===== config.mk =====
export PLATFORM = sky130hd
export DESIGN_NAME = buzzer_song_sequencer_flat
export DESIGN_NICKNAME = d
export VERILOG_FILES = /design/src/rtl/buzzer_song_sequencer_if.sv /design/src/rtl/buzzer_song_sequencer.sv /design/src/flat_wrapper.sv
export SDC_FILE = /design/constraint.sdc
export NUM_CORES = 1
export LEC_CHECK = 0
export CELL_PAD_IN_SITES_DETAIL_PLACEMENT = 1
export CELL_PAD_IN_SITES_GLOBAL_PLACEMENT = 1
export CORE_ASPECT_RATIO = 1.5
export CORE_UTILIZATION = 45
export CTS_CLUSTER_SIZE = 12
export DETAILED_ROUTE_END_ITERATION = 8
export PLACE_DENSITY_LB_ADDON = 0.1
export SLEW_MARGIN = 20
export SYNTH_ARGS = -nofsm -noshare
export SYNTH_HDL_FRONTEND = slang
export SYNTH_SLANG_ARGS = --single-unit

===== constraint.sdc =====
create_clock -name clk -period 3.57 [get_ports clk]
set_input_delay 1.071 -clock clk [delete_from_list [all_inputs] [get_ports clk]]
set_output_delay 1.071 -clock clk [all_outputs]
set_load 0.005 [all_outputs]

===== src/rtl/buzzer_song_sequencer_if.sv =====
// Control and score-ROM bundle between the mode logic, the score ROM and the
// song sequencer; the sequencer takes the slave side.
interface buzzer_song_sequencer_if #(
    parameter int ADDR_W = 8
);
    logic              start;
    logic              stop;
    logic              pause;
    logic              loop_en;
    logic [ADDR_W-1:0] rom_addr;
    logic [15:0]       rom_data;
    logic [11:0]       hz;
    logic              playing;
    logic              done;

    modport master (
        output start, stop, pause, loop_en, rom_data,
        input  rom_addr, hz, playing, done
    );

    modport slave (
        input  start, stop, pause, loop_en, rom_data,
        output rom_addr, hz, playing, done
    );
endinterface


===== src/rtl/buzzer_song_sequencer.sv =====
// Walks a synchronous score ROM of {hz, duration} words and drives the buzzer
// hz input with per-note timing, inter-note gaps, rests, pause, stop and looping.
module buzzer_song_sequencer #(
    parameter int BEAT_CYCLES = 12500000,
    parameter int GAP_CYCLES  = 5000000,
    parameter int ADDR_W      = 8
) (
    input  logic                    clk,
    input  logic                    rst,
    buzzer_song_sequencer_if.slave  bus
);
    localparam int BEAT_W = (BEAT_CYCLES > 1) ? $clog2(BEAT_CYCLES) : 1;
    localparam int GAP_W  = (GAP_CYCLES > 1) ? $clog2(GAP_CYCLES) : 1;
    localparam logic [BEAT_W-1:0] BEAT_LAST = BEAT_W'(BEAT_CYCLES - 1);
    localparam logic [GAP_W-1:0]  GAP_LAST  = GAP_W'(GAP_CYCLES - 1);

    typedef enum logic [2:0] {
        S_IDLE, S_FETCH, S_LOAD, S_NOTE, S_GAP, S_DONE
    } state_e;

    state_e            state_q, state_d;
    logic [ADDR_W-1:0] addr_q, addr_d;
    logic [11:0]       note_hz_q, note_hz_d;
    logic [3:0]        unit_q, unit_d;
    logic [BEAT_W-1:0] beat_q, beat_d;
    logic [GAP_W-1:0]  gap_q, gap_d;
    logic [11:0]       hz_q, hz_d;
    logic              done_q, done_d;
    logic              frozen;

    // Pause only bites while a song is in progress; IDLE and DONE ignore it.
    assign frozen = bus.pause && (state_q inside {S_FETCH, S_LOAD, S_NOTE, S_GAP});

    always_comb begin
        // NOTE: every variable gets a default here so no path leaves one unassigned (no latches).
        state_d   = state_q;
        addr_d    = addr_q;
        note_hz_d = note_hz_q;
        unit_d    = unit_q;
        beat_d    = beat_q;
        gap_d     = gap_q;

        if (bus.stop) begin
            state_d = S_IDLE;
            addr_d  = '0;
        end else if (!frozen) begin
            unique case (state_q)
                S_IDLE: begin
                    addr_d = '0;
                    if (bus.start) state_d = S_FETCH;
                end
                S_FETCH: state_d = S_LOAD;
                S_LOAD: begin
                    note_hz_d = bus.rom_data[15:4];
                    if (bus.rom_data[3:0] == 4'd0) begin
                        addr_d  = '0;
                        state_d = bus.loop_en ? S_FETCH : S_DONE;
                    end else begin
                        unit_d  = bus.rom_data[3:0];
                        beat_d  = BEAT_LAST;
                        state_d = S_NOTE;
                    end
                end
                S_NOTE: begin
                    if (beat_q != '0) begin
                        beat_d = beat_q - BEAT_W'(1);
                    end else if (unit_q == 4'd1) begin
                        gap_d   = GAP_LAST;
                        state_d = S_GAP;
                    end else begin
                        unit_d = unit_q - 4'd1;
                        beat_d = BEAT_LAST;
                    end
                end
                S_GAP: begin
                    if (gap_q != '0) begin
                        gap_d = gap_q - GAP_W'(1);
                    end else begin
                        addr_d  = addr_q + ADDR_W'(1);
                        state_d = S_FETCH;
                    end
                end
                S_DONE:  state_d = S_IDLE;
                default: state_d = S_IDLE;
            endcase
        end

        hz_d   = (state_d == S_NOTE) ? note_hz_d : 12'd0;
        done_d = (state_d == S_DONE);
    end

    always_ff @(posedge clk or posedge rst) begin
        if (rst) begin
            state_q   <= S_IDLE;
            addr_q    <= '0;
            note_hz_q <= '0;
            unit_q    <= '0;
            beat_q    <= '0;
            gap_q     <= '0;
            hz_q      <= '0;
            done_q    <= 1'b0;
        end else begin
            // NOTE: non-blocking so every register samples the pre-edge values.
            state_q   <= state_d;
            addr_q    <= addr_d;
            note_hz_q <= note_hz_d;
            unit_q    <= unit_d;
            beat_q    <= beat_d;
            gap_q     <= gap_d;
            hz_q      <= hz_d;
            done_q    <= done_d;
        end
    end

    // hz_q keeps the note while paused so the tone returns on release; the output is muted instead.
    assign bus.hz       = frozen ? 12'd0 : hz_q;
    assign bus.rom_addr = addr_q;
    assign bus.playing  = (state_q != S_IDLE);
    assign bus.done     = done_q;
endmodule


===== src/flat_wrapper.sv =====
// flat-port wrapper written by rule: the top's interface ports become plain ports
module buzzer_song_sequencer_flat 
#(
    parameter int BEAT_CYCLES = 12500000,
    parameter int GAP_CYCLES  = 5000000,
    parameter int ADDR_W      = 8
)
  (clk, rst, bus_start, bus_stop, bus_pause, bus_loop_en, bus_rom_data, bus_rom_addr, bus_hz, bus_playing, bus_done);
  buzzer_song_sequencer_if #(.ADDR_W(ADDR_W)) bus_i ();
  input  logic clk;
  input  logic rst;
  input wire logic [$bits(bus_i.start)-1:0] bus_start;
  input wire logic [$bits(bus_i.stop)-1:0] bus_stop;
  input wire logic [$bits(bus_i.pause)-1:0] bus_pause;
  input wire logic [$bits(bus_i.loop_en)-1:0] bus_loop_en;
  input wire logic [$bits(bus_i.rom_data)-1:0] bus_rom_data;
  output wire logic [$bits(bus_i.rom_addr)-1:0] bus_rom_addr;
  output wire logic [$bits(bus_i.hz)-1:0] bus_hz;
  output wire logic [$bits(bus_i.playing)-1:0] bus_playing;
  output wire logic [$bits(bus_i.done)-1:0] bus_done;
  assign bus_i.start = bus_start;
  assign bus_i.stop = bus_stop;
  assign bus_i.pause = bus_pause;
  assign bus_i.loop_en = bus_loop_en;
  assign bus_i.rom_data = bus_rom_data;
  assign bus_rom_addr = bus_i.rom_addr;
  assign bus_hz = bus_i.hz;
  assign bus_playing = bus_i.playing;
  assign bus_done = bus_i.done;
  buzzer_song_sequencer #(.BEAT_CYCLES(BEAT_CYCLES), .GAP_CYCLES(GAP_CYCLES), .ADDR_W(ADDR_W)) u_core (.clk(clk), .rst(rst), .bus(bus_i));
endmodule

==> results.toml <==
[cts]
worst_skew_pair.late_latency_ns = 0.35
cts_sinks = 87
tritoncts = "yes"
clock_path_buffers = 2
cts-buffers-inserted = 9
htreeDepth = 3
post-cts-setup-buffer-count = 0
clkTransAtPathRegs_ns = 0.06
clock-root-buffer = "sky130_fd_sc_hd__clkbuf_16"

[drt]
drt_iter0_drc = 207
drt.antenna.violating_nets = 0
drt_pass1_iterations = 4
routed_via_density = 6.27
number_of_vias_after_detailed_routing = 4498
drc_errors = 0
drt_wl_total_um = 14200
per_cell_routed_wire_length_um = 19.8

[sta]
layout_setup_ws_ns = 0.0470
transition_time_at_the_pin_with_the_least_slew_margin_ns = 0.665
rsz0062_at_grt = "no"
setup_viol_count_final = 0
hold_viol = 0
max_freq_mhz = 284
post-route-min-period_ns = 3.52
timing.final.crit_share = 0.987
slew-limit-headroom = 0.556
finClkSkew_ns = 0.00581
final.setup.tns_ns = 0
report.final.slew_viol_count = 0

[pwr]
power.static_leakage_nw = 2.36
power-per-cell-area_nw_per_um2 = 526
worst_ir_drop_vdd_v = 0.000279

[synth]
yosys.area_share.simple = 0.283
synth_compound_gate_area_share = 0.170
post_synthesis_xor_xnor_area_fraction = 0
post_synthesis_net_count = 542
synth.avg_cell_area_um2 = 9.37
synthesis.area_um2 = 4820
synthDistinctLibCells = 55
yosys_warnings = 0
synthMuxAreaShare = 0.0431
async_reset_ff_frac = 1.00
netlist_instances = 514
number_of_enable_type_register_cells_in_the_synthesized_netlist = 0
synth_ff_type = "sky130_fd_sc_hd__dfrtp_1"
synth_adder_area_share = 0.0156
dominant_combinational_cell_family_by_area_after_synthesis = "simple AND/OR/NAND/NOR gates"
synth.yosys.seq_area_share = 0.452
ys_ff_latch = 87

[critical_path]
critical_path_arrival_ns = 2.45
rr_worst_depth = 7
worst_setup_path_end_kind = "output port"
critical_path.max_stage_delay_ns = 0.50
timing.critical_path.max_delay_family = "buffers and inverters"
critical_path_required_ns = 2.50
critPathLaunchType = "input port"
worst-path-stages = 5
crit_slowest_cell = "sky130_fd_sc_hd__clkdlybuf4s50_1"
list_of_cells_traversed_by_the_critical_path = "clkdlybuf4s50_1, o21ai_2, buf_4, and2_1, clkdlybuf4s50_1"
worstReg2RegStart = "u_core.gap_q[0]"
critPathKind = "in -> out"
cp_max_fo = 6
cp_common_cell = "sky130_fd_sc_hd__clkdlybuf4s50_1"
crit_start = "bus_pause"
crit_buf_inv = 3

[finish]
final_cell_count_no_fill = 717
nets = 599
ant_diodes = 0
syn2layout_area_growth_pct = 22.8
post_route_cells_drive_above_1_share = 0.142

[global_route]
globalRouteTotalUtil = 0.275
grt_pass1_vias = 4671
antenna_found_initial = 0
wire_length_of_the_first_global_routing_pass_um = 23600
grt_start_max_net_pins = 52
globalRouteOverflowTotal = 0

[floorplanning]
initial_cell_density_of_the_core = 0.470
floorplan.io_pins = 44
floorplan.core_area_um2 = 10200
die_width_um = 86.5
placement_rows = 45
die_y_um = 129
fp.dieArea_um2 = 11100

[outcome]
run_status = "finished clean"

[place]
io_buffers = 43
dpl.cell_count = 700
detailedPlace.worstSlack_ns = 0.0415
place.gp.congestion = 0.826
hpwl_after_detailed_placement_um = 9860

[hold_path]
hold-path-cell-count = 1
hold_start = "u_core.note_hz_q[8]"
hold_class = "reg -> reg"

[job]
timing.max_cap.violations = 0
==> metrics by stage <==
| stage | utilization | total power, W | cell area, um^2 | hold WS (ns) |
|---|---|---|---|---|
| after floorplan | - | 0.00174 | 4820 | 0.466 |
| after CTS | 0.576 | 0.00312 | 5900 | 0.502 |
| after global routing | 0.577 | 0.00325 | 5920 | 0.515 |
| after detailed placement | 0.543 | 0.00202 | 5570 | 0.487 |
| after global placement | 0.543 | 0.00196 | 5570 | 0.476 |
| final | 0.577 | 0.00311 | 5920 | 0.496 |
==> logic make-up after synthesis <==
group | after synthesis
AOI/OAI and AO/OA | 124
DFF | 87
buffers and inverters | 44
adders and majority gates | 6
and+or+nand+nor | 234
muxes | 19
==> cells in the final DEF, fill, tap and decap left out, drive strengths merged, types with 8 or more instances in the layout <==
master         instances
o31ai                 31
nand2                 21
and2                  17
buf                   34
or4                   32
clkbuf                10
o21ai                 18
nand4                  8
inv                   12
a21oi                 35
nor3                  27
nor4                  14
dfrtp                 87
clkdlybuf4s50         43
nand3                 39
or3                   13
mux2                  14
nor2                  26
==> cells in the mapped netlist (5+ instances only) <==
cell type                  instances  area, um^2
sky130_fd_sc_hd__dfrtp_1          87        2180
sky130_fd_sc_hd__nand3_1          39         195
sky130_fd_sc_hd__a21oi_1          35         175
sky130_fd_sc_hd__o31ai_1          31         233
sky130_fd_sc_hd__or4_1            30         225
sky130_fd_sc_hd__nor3_1           27         135
sky130_fd_sc_hd__clkbuf_1         26        97.6
sky130_fd_sc_hd__nor2_1           26        97.6
sky130_fd_sc_hd__nand2_1          21        78.8
sky130_fd_sc_hd__and2_1           16         100
sky130_fd_sc_hd__o21ai_0          15        75.1
sky130_fd_sc_hd__mux2_2           14         158
sky130_fd_sc_hd__nor4_1           14        87.6
sky130_fd_sc_hd__inv_1            13        48.8
sky130_fd_sc_hd__or3_1            11        68.8
sky130_fd_sc_hd__nand4_1           8        50.1
sky130_fd_sc_hd__ha_1              6        75.1
sky130_fd_sc_hd__nor4b_1           6        52.6
sky130_fd_sc_hd__o21a_1            6        45.0
sky130_fd_sc_hd__mux2i_1           5        50.1
sky130_fd_sc_hd__o41ai_1           5        43.8
sky130_fd_sc_hd__or2_2             5        31.3
==> flip-flops by register name, indices dropped and copies added, names as in the netlist <==
name / count
u_core.state_q: 3
u_core.bus.rom_addr: 8
u_core.gap_q: 23
u_core.note_hz_q: 12
u_core.hz_q: 12
u_core.beat_q: 24
u_core.unit_q: 4
u_core.bus.done: 1
==> area by class of cell <==
| type | count | area (um^2) |
|---|---|---|
| flip-flops and latches | 87 | 2180 |
| fillers | 1161 | 4330 |
| inverters | 13 | 50.0 |
| clock buffers | 10 | 229 |
| repair buffers | 77 | 698 |
| multi-input cells | 383 | 2470 |
| clock inverters | 6 | 109 |
| well taps | 141 | 176 |
==> worst reg2reg max path: stages (launching register included) <==
cell and delay (ns):
sky130_fd_sc_hd__dfrtp_1 0.37, sky130_fd_sc_hd__inv_1 0.09, sky130_fd_sc_hd__ha_1 0.22, sky130_fd_sc_hd__or3b_2 0.54, sky130_fd_sc_hd__or4_1 0.55, sky130_fd_sc_hd__or3_4 0.51
sky130_fd_sc_hd__or4_1 0.52, sky130_fd_sc_hd__a21oi_1 0.17
==> final timing paths <==
kind | end | slack (ns)
setup reg to reg | u_core.bus.rom_addr[3] | 0.51
hold reg to reg | u_core.note_hz_q[8] | 0.50
min in group asynchronous | u_core.note_hz_q[9] | 1.12
max in group asynchronous | u_core.gap_q[7] | 1.73
setup / recovery | bus_hz[9] | 0.05
hold / removal | u_core.note_hz_q[8] | 0.50
==> report_power, final <==
part / switching, W / leakage, nW / internal (W)
sequential: 0.000173 / 1.12 / 0.00117
combinational: 0.000369 / 1.07 / 0.000312
clock: 0.000403 / 0.166 / 0.000683
total: 0.000944 / 2.36 / 0.00217
==> routing by layer <==
metal,up-vias,GRT usage,wire length (um)
met4,0,0.135,418
li1,2088,-,-
met2,95,0.504,7750
met3,31,0.0314,385
met1,2284,0.313,5610
met5,-,0,0
==> timing repair <==
action	4_1_cts	5_1_grt
endpoints found under the setup margin	0	12
gates resized for setup	0	5
hold buffers	0	0
Power figures use the tool's default switching activity.
